$ cat config.mk
export PLATFORM = sky130hd
export DESIGN_NAME = mul_arbiter
export DESIGN_NICKNAME = d
export VERILOG_FILES = /design/src/rtl/mul_arbiter.sv
export SDC_FILE = /design/constraint.sdc
export NUM_CORES = 1
export LEC_CHECK = 0
export CAP_MARGIN = 20
export CORE_MARGIN = 1
export CORE_UTILIZATION = 49
export DETAILED_ROUTE_END_ITERATION = 12
export GPL_ROUTABILITY_DRIVEN = 0
export PLACE_DENSITY_LB_ADDON = 0.12
export SYNTH_ARGS = -nofsm -noshare
export SYNTH_HDL_FRONTEND = slang
export SYNTH_SLANG_ARGS = --single-unit
$ cat constraint.sdc
create_clock -name clk -period 3.2 [get_ports clk]
set_input_delay 0.32 -clock clk [delete_from_list [all_inputs] [get_ports clk]]
set_output_delay 0.32 -clock clk [all_outputs]
set_load 0.01 [all_outputs]
$ cat src/rtl/mul_arbiter.sv
// mul_arbiter: two requesters share one iterative shift-add multiplier.
// Round-robin arbitration in IDLE, one shift-add step per CALC cycle, and a
// held response in DONE. The result is the low N product bits, or zero when
// the exact 2N-bit product does not fit in N bits.
// Optional build macro: MUL_EARLY_TERM_EN. It leaves CALC as soon as no
// multiplier bits remain. Without it, CALC always runs N cycles.
module mul_arbiter #(
  parameter int N = 16
) (
  input  logic         clk,
  input  logic         rst_n,
  input  logic         req0_valid,
  output logic         req0_ready,
  input  logic [N-1:0] req0_rs1,
  input  logic [N-1:0] req0_rs2,
  input  logic         req1_valid,
  output logic         req1_ready,
  input  logic [N-1:0] req1_rs1,
  input  logic [N-1:0] req1_rs2,
  output logic         rsp_valid,
  input  logic         rsp_ready,
  output logic         rsp_id,
  output logic [N-1:0] rsp_rd,
  output logic         rsp_ovf
);

  localparam int CW = $clog2(N);

  typedef enum logic [1:0] {IDLE, CALC, DONE} state_t;

  state_t          state, state_nxt;
  logic [2*N-1:0]  mcand;
  logic [N-1:0]    mplier;
  logic [2*N-1:0]  acc;
  logic [CW-1:0]   cnt;
  logic            id;
  logic            last;
  logic            grant;
  logic            accept;
  logic            last_step;
  logic            acc_ovf;

  // Grant goes to the only valid requester, or to the one not served last on a tie.
  assign grant   = (req0_valid & req1_valid) ? ~last : req1_valid;
  assign accept  = req0_ready | req1_ready;
  assign acc_ovf = |acc[2*N-1:N];

  // The step that is running now is the final one.
`ifdef MUL_EARLY_TERM_EN
  assign last_step = (cnt == CW'(N-1)) || (mplier[N-1:1] == '0);
`else
  assign last_step = (cnt == CW'(N-1));
`endif

  // State register.
  // NOTE: sequential state uses non-blocking (<=) so every flop samples pre-edge values.
  always_ff @(posedge clk or negedge rst_n) begin
    if (!rst_n) state <= IDLE;
    else        state <= state_nxt;
  end

  // Next-state logic, handshakes and response outputs.
  // NOTE: every output gets a default first so no path leaves it unassigned (no latch).
  always_comb begin
    state_nxt  = state;
    req0_ready = 1'b0;
    req1_ready = 1'b0;
    rsp_valid  = 1'b0;
    rsp_id     = 1'b0;
    rsp_rd     = '0;
    rsp_ovf    = 1'b0;
    case (state)
      IDLE: begin
        req0_ready = req0_valid & ~grant;
        req1_ready = req1_valid & grant;
        if (req0_ready | req1_ready) state_nxt = CALC;
      end
      CALC: begin
        if (last_step) state_nxt = DONE;
      end
      DONE: begin
        rsp_valid = 1'b1;
        rsp_id    = id;
        rsp_ovf   = acc_ovf;
        rsp_rd    = acc_ovf ? '0 : acc[N-1:0];
        if (rsp_ready) state_nxt = IDLE;
      end
      default: state_nxt = IDLE;
    endcase
  end

  // Operand capture on accept, then one shift-add step per CALC cycle.
  // The multiplier is held at N bits: its zero upper half never affects the sum.
  always_ff @(posedge clk or negedge rst_n) begin
    if (!rst_n) begin
      mcand  <= '0;
      mplier <= '0;
      acc    <= '0;
      cnt    <= '0;
      id     <= 1'b0;
      last   <= 1'b1;
    end else if (accept) begin
      mcand  <= {{N{1'b0}}, grant ? req1_rs2 : req0_rs2};
      mplier <= grant ? req1_rs1 : req0_rs1;
      acc    <= '0;
      cnt    <= '0;
      id     <= grant;
      last   <= grant;
    end else if (state == CALC) begin
      if (mplier[0]) acc <= acc + mcand;
      mcand  <= mcand << 1;
      mplier <= mplier >> 1;
      cnt    <= cnt + CW'(1);
    end
  end

endmodule

==> results.py, run 1 <==
metrics = {
    "sta": {
        "final_max_slew_viol_count": 0,
        "worst_slew_pin_slew_ps": 1070,
        "hold_viol": 0,
        "fin_setup_tns_ps": 0,
        "setup_viol": 0,
        "rsz0062_at_grt": "false",
        "fin_skew_ps": 7.48,
        "slew_headroom_pct": 28.4,
        "min_period_ps": 2780,
        "min_period_over_period_pct": 86.7,
        "max_freq_mhz": 360,
    },
    "grt": {
        "grt_max_degree": 69,
        "grt_first_pass_wirelength_um": 24300,
        "grt_pass1_vias": 5036,
        "antenna_found_initial": 0,
        "gr-total-overflow": 0,
        "grt_use_total_pct": 26.4,
    },
    "floorplanning": {
        "core_area_um2": 11400,
        "io_pins": 90,
        "die_w_um": 110,
        "dieArea_um2": 12100,
        "core.rowCount": 39,
        "die_y_um": 110,
        "start_util_pct": 50.3,
    },
    "cells_and_area": {
        "n_antenna_cell": 0,
        "layout_common_cells": "nand2_1, clkdlybuf4s50_1, dfrtp_1",
        "areaGrowthSynthToFinish_pct": 23.1,
        "nets": 826,
        "drive_gt1_share_pct": 5.90,
        "layout_commonest_cell": "nand2_1",
        "fin_util_pct": 61.8,
    },
    "worst_setup_path": {
        "cp.required_ps": 2880,
        "worst-setup-path-type": "reg2out",
        "cp_slowest_cell": "clkdlybuf4s50_1",
        "slowest_delay_ps": 540,
        "path_max_fanout": 15,
        "cp_top_family": "simple AND/OR/NAND/NOR gates",
        "cp-start-kind": "flop",
        "cp-end-kind": "output port",
        "crit_chain": "nor4_1 -> nand4_1 -> nor2_1 -> buf_4 -> and2_1 -> clkdlybuf4s50_1",
        "crit_cells": 6,
        "r2r_setup_slack_ps": 460,
        "reg2regPathDepth": 11,
        "cp_num_buf_inv": 2,
        "cp_data_arrival_time_ps": 2460,
    },
    "clock_network": {
        "cts_resized": 0,
        "clk-insertion-delay-late_ps": 350,
        "cts_tree": "done",
        "cts-hold-fix-buffers": 0,
        "post-cts-setup-buffers": 0,
        "clk_pin_slew_ps": 60,
        "cts-htree-levels": 3,
        "cts_root_buf": "clkbuf_16",
        "cts_buffer_depth": 2,
        "clkSinkCount": 88,
        "cts_buffers": 9,
    },
    "yosys": {
        "ys_types": 59,
        "syn_area_per_cell_um2": 8.79,
        "synth_flop_cell": "dfrtp_1",
        "synth_edf_count": 0,
        "syn_nets": 752,
        "syn_inst": 650,
        "ys_warn_count": 0,
        "synth_top_area_share_pct": 38.1,
        "asyncSetResetFlopFracSynth_pct": 100,
        "syn_area_um2": 5710,
        "ys_ff_latch": 88,
        "seq_area_frac_synth_pct": 38.6,
        "yosysTopAreaCell": "dfrtp_1",
        "synth_area_leaders": "dfrtp_1, nand2_1, ha_1, a21oi_1, o21ai_0",
    },
    "placed_design": {
        "io_buffer_count": 89,
        "hpwl_um": 10900,
    },
    "drt": {
        "wl_um": 15000,
        "vias": 5206,
        "drtIter0Drc": 308,
        "routedWlPerCell_um": 17.2,
        "ant_nets": 0,
        "vias_per_cell": 5.97,
        "post-route-drc-count": 0,
        "drtPass1Iterations": 5,
    },
    "power": {
        "powerDensity_nw_per_um2": 1020,
        "ir_drop_mv": 0.435,
        "power_mw": 7.14,
        "leakagePower_nw": 3.09,
    },
    "status": {
        "status": "finished clean",
    },
    "flow_run": {
        "maxCapViolCount": 0,
    },
    "hold_path": {
        "worstHoldPathType": "in2async",
    },
}
## registers in the layout, summed over array words and instances (netlist names)
signal	cells
acc	32
mcand	32
mplier	16
cnt	4
state	2
id	1
last	1
## path summary, 6_finish.rpt
check                          from         end
setup / recovery            acc[16]   rsp_rd[0]
hold / removal                rst_n      acc[9]
setup reg to reg           mcand[0]     acc[18]
hold reg to reg                  id          id
max in group asynchronous     rst_n  mplier[12]
min in group clk                 id          id
## cells by family (layout without fill, tap and decap cells)
kind of cell,count (synthesis),after routing,share of synthesized area (%)
and+or+nand+nor,221,221,18.7
adders and majority gates,33,33,7.36
DFF,88,88,38.6
muxes,17,17,2.98
xor gates and xnor gates,31,31,4.75
buffers and inverters,47,126,4.03
AOI/OAI and AO/OA,213,213,23.6
## layer usage
metal / part of all wire (%) / up-vias / wire length [µm] / track usage (%)
li1: - / 2481 / - / -
met1: 44 / 2523 / 6640 / 34.4
met2: 48 / 169 / 7160 / 43.2
met3: 5.0 / 33 / 751 / 3.88
met4: 2.7 / 0 / 405 / 12.3
met5: 0 / - / 0 / 0
## power breakdown
group	switching, mW	internal, mW	total, mW
Combinational	2.35	1.55	3.91
Sequential	0.446	1.63	2.08
Clock	0.447	0.709	1.16
## Yosys cell counts (9+ instances only)
| library cell | n |
|---|---|
| o21ai_0 | 47 |
| xnor2_1 | 16 |
| dfrtp_1 | 87 |
| inv_1 | 10 |
| nor2b_1 | 17 |
| and2_1 | 23 |
| a211oi_1 | 16 |
| mux2i_1 | 17 |
| a21oi_1 | 50 |
| a22oi_1 | 18 |
| a21o_1 | 16 |
| o21ai_1 | 12 |
| nand2_1 | 114 |
| a31oi_1 | 19 |
| nor2_1 | 23 |
| ha_1 | 32 |
| nand3_1 | 9 |
| clkbuf_1 | 21 |
| xor2_1 | 15 |
## stage by stage
stage / hold slack [ps] / instances / setup WS, ps / instance area (µm²)
after floorplan: 24.4 / 650 / 881 / 5710
after global placement: 488 / 856 / 677 / 6710
after detailed placement: 496 / 856 / 606 / 6710
after CTS: 133 / 872 / 446 / 7030
after global routing: 180 / 872 / 308 / 7030
final: 99.1 / 872 / 424 / 7030
## layout make-up
type | count | area (µm²)
tap | 143 | 179
timing repair buffer | 100 | 983
clock inverter | 4 | 76.3
clock buffer | 12 | 246
inverter | 10 | 37.5
multi-input combinational | 515 | 3310
fill | 972 | 4340
sequential | 88 | 2200
Power figures use the tool's default switching activity.
==> inputs of run 2 (changes only) <==
--- a/config.mk
+++ b/config.mk
@@ -10,7 +10,8 @@
 export CORE_UTILIZATION = 49
 export DETAILED_ROUTE_END_ITERATION = 12
 export GPL_ROUTABILITY_DRIVEN = 0
-export PLACE_DENSITY_LB_ADDON = 0.12
+export PLACE_DENSITY = 0.72
+export SLEW_MARGIN = 20
 export SYNTH_ARGS = -nofsm -noshare
 export SYNTH_HDL_FRONTEND = slang
 export SYNTH_SLANG_ARGS = --single-unit
==> constraint.sdc (replaced) <==
create_clock -name clk -period 2.79 [get_ports clk]
set_input_delay 0.279 -clock clk [delete_from_list [all_inputs] [get_ports clk]]
set_output_delay 0.279 -clock clk [all_outputs]
set_load 0.01 [all_outputs]
==> results.py, run 2 (synthesis results as in run 1) <==
metrics = {
    "drt": {
        "drtIter0Drc": 274,
        "wl_um": 14400,
        "ant_nets": 0,
        "routedWlPerCell_um": 16.5,
        "drtPass1Iterations": 5,
        "vias_per_cell": 5.85,
        "post-route-drc-count": 0,
        "vias": 5109,
    },
    "worst_setup_path": {
        "crit_chain": "nor4_2 -> nand4_1 -> nor2_1 -> buf_6 -> and2_1 -> clkdlybuf4s50_1",
        "cp_num_buf_inv": 2,
        "path_max_fanout": 15,
        "slowest_delay_ps": 540,
        "cp_slowest_cell": "clkdlybuf4s50_1",
        "cp.required_ps": 2510,
        "worst-setup-path-type": "reg2out",
        "cp-start-kind": "flop",
        "cp_top_family": "simple AND/OR/NAND/NOR gates",
        "cp_data_arrival_time_ps": 2410,
        "cp-end-kind": "output port",
    },
    "floorplanning": {
        "dieArea_um2": 12100,
        "core_area_um2": 11400,
        "die_w_um": 110,
        "start_util_pct": 50.3,
        "die_y_um": 110,
        "io_pins": 90,
        "core.rowCount": 39,
    },
    "sta": {
        "slew_headroom_pct": 45.1,
        "holdWs_ps": -32.6,
        "final_max_slew_viol_count": 0,
        "fin_skew_ps": 7.34,
        "min_period_over_period_pct": 96.4,
        "setup_viol": 0,
        "worst_slew_pin_slew_ps": 823,
        "hold_viol": 23,
        "fin_setup_tns_ps": 0,
        "max_freq_mhz": 372,
        "rsz0062_at_grt": "false",
        "min_period_ps": 2690,
    },
    "grt": {
        "grt_first_pass_wirelength_um": 23500,
        "grt_use_total_pct": 25.3,
        "grt_pass1_vias": 4905,
        "grt_max_degree": 89,
        "antenna_found_initial": 0,
        "gr-total-overflow": 0,
    },
    "clock_network": {
        "cts_tree": "done",
        "clk-insertion-delay-late_ps": 350,
        "cts-hold-fix-buffers": 0,
        "cts_buffer_depth": 2,
        "cts_root_buf": "clkbuf_16",
        "cts-htree-levels": 3,
        "clkSinkCount": 88,
        "clk_pin_slew_ps": 60,
        "cts_buffers": 9,
    },
    "placed_design": {
        "dpl.cell_count": 857,
        "hpwl_um": 10700,
        "io_buffer_count": 89,
    },
    "power": {
        "ir_drop_mv": 0.569,
        "leakagePower_nw": 3.06,
        "powerDensity_nw_per_um2": 1130,
    },
    "cells_and_area": {
        "areaGrowthSynthToFinish_pct": 22.6,
        "reg_top3": "acc (32), mcand (32), mplier (16)",
        "layout_commonest_cell": "nand2_1",
        "layout_common_cells": "nand2_1, clkdlybuf4s50_1, dfrtp_1",
        "drive_gt1_share_pct": 6.44,
        "n_antenna_cell": 0,
        "fin_cells": 873,
        "nets": 827,
    },
    "status": {
        "violations": "negative hold slack",
        "status": "finished with violations",
    },
    "hold_path": {
        "worstHoldPathType": "in2async",
    },
    "flow_run": {
        "maxCapViolCount": 0,
    },
}
## run 2: timing repair
action                     in CTS  in global routing
gates resized for setup         0                  6
buffers inserted                0                  0
setup endpoints to repair       0                 17
## run 2: path summary, 6_finish.rpt
| check | end | cells past startpoint | from | slack, ps |
|---|---|---|---|---|
| worst max-delay path | rsp_rd[15] | 6 | acc[22] | 100 |
| worst min-delay path | mcand[25] | 1 | rst_n | -30 |
| worst max register to register | acc[28] | 9 | mcand[8] | 240 |
| worst min register to register | id | 1 | id | 490 |
| max in group asynchronous | acc[26] | 1 | rst_n | 2220 |
| min in group clk | id | 1 | id | 490 |
## run 2: worst reg2reg max path, cell delays in order (launching register included)
cell      delay, ps
dfrtp_1         420
ha_1            430
and3_1          230
a221o_1         350
a22oi_1         190
and4b_1         250
nor3_2           70
a221oi_2        280
xor2_1          170
o21ai_1          70
## run 2: per-layer routing
layer  part of all wire, %  track usage (%)  vias up
met3                   4.7             3.64       25
met1                    46             33.2     2455
met2                    47             40.9      146
li1                      -                -     2483
met5                     0                0        -
met4                   2.4             12.1        0
## run 2: power by group
part / internal (mW) / switching, mW / total [mW]
sequential: 1.87 / 0.501 / 2.37
combinational: 1.80 / 2.68 / 4.48
clock: 0.603 / 0.491 / 1.09
total: 4.28 / 3.67 / 7.94
## run 2: final cells by class
type	count	area [µm²]
repair buffers	101	986
clock inverters	3	20.0
multi-input cells	515	3340
inverters	10	37.5
well taps	143	179
flip-flops and latches	88	2200
clock buffers	13	240
fillers	991	4360
## run 2: through the flow
step	utilization (%)	cell area (µm²)	setup slack, ps	total power [mW]
3_3_place_gp	59.0	6700	314	6.62
5_1_grt	61.6	7010	6.67	8.58
6_report	61.6	7010	102	7.94
4_1_cts	61.3	6960	26.4	7.91
3_5_place_dp	59.0	6700	238	6.78
2_1_floorplan	-	5710	471	5.73
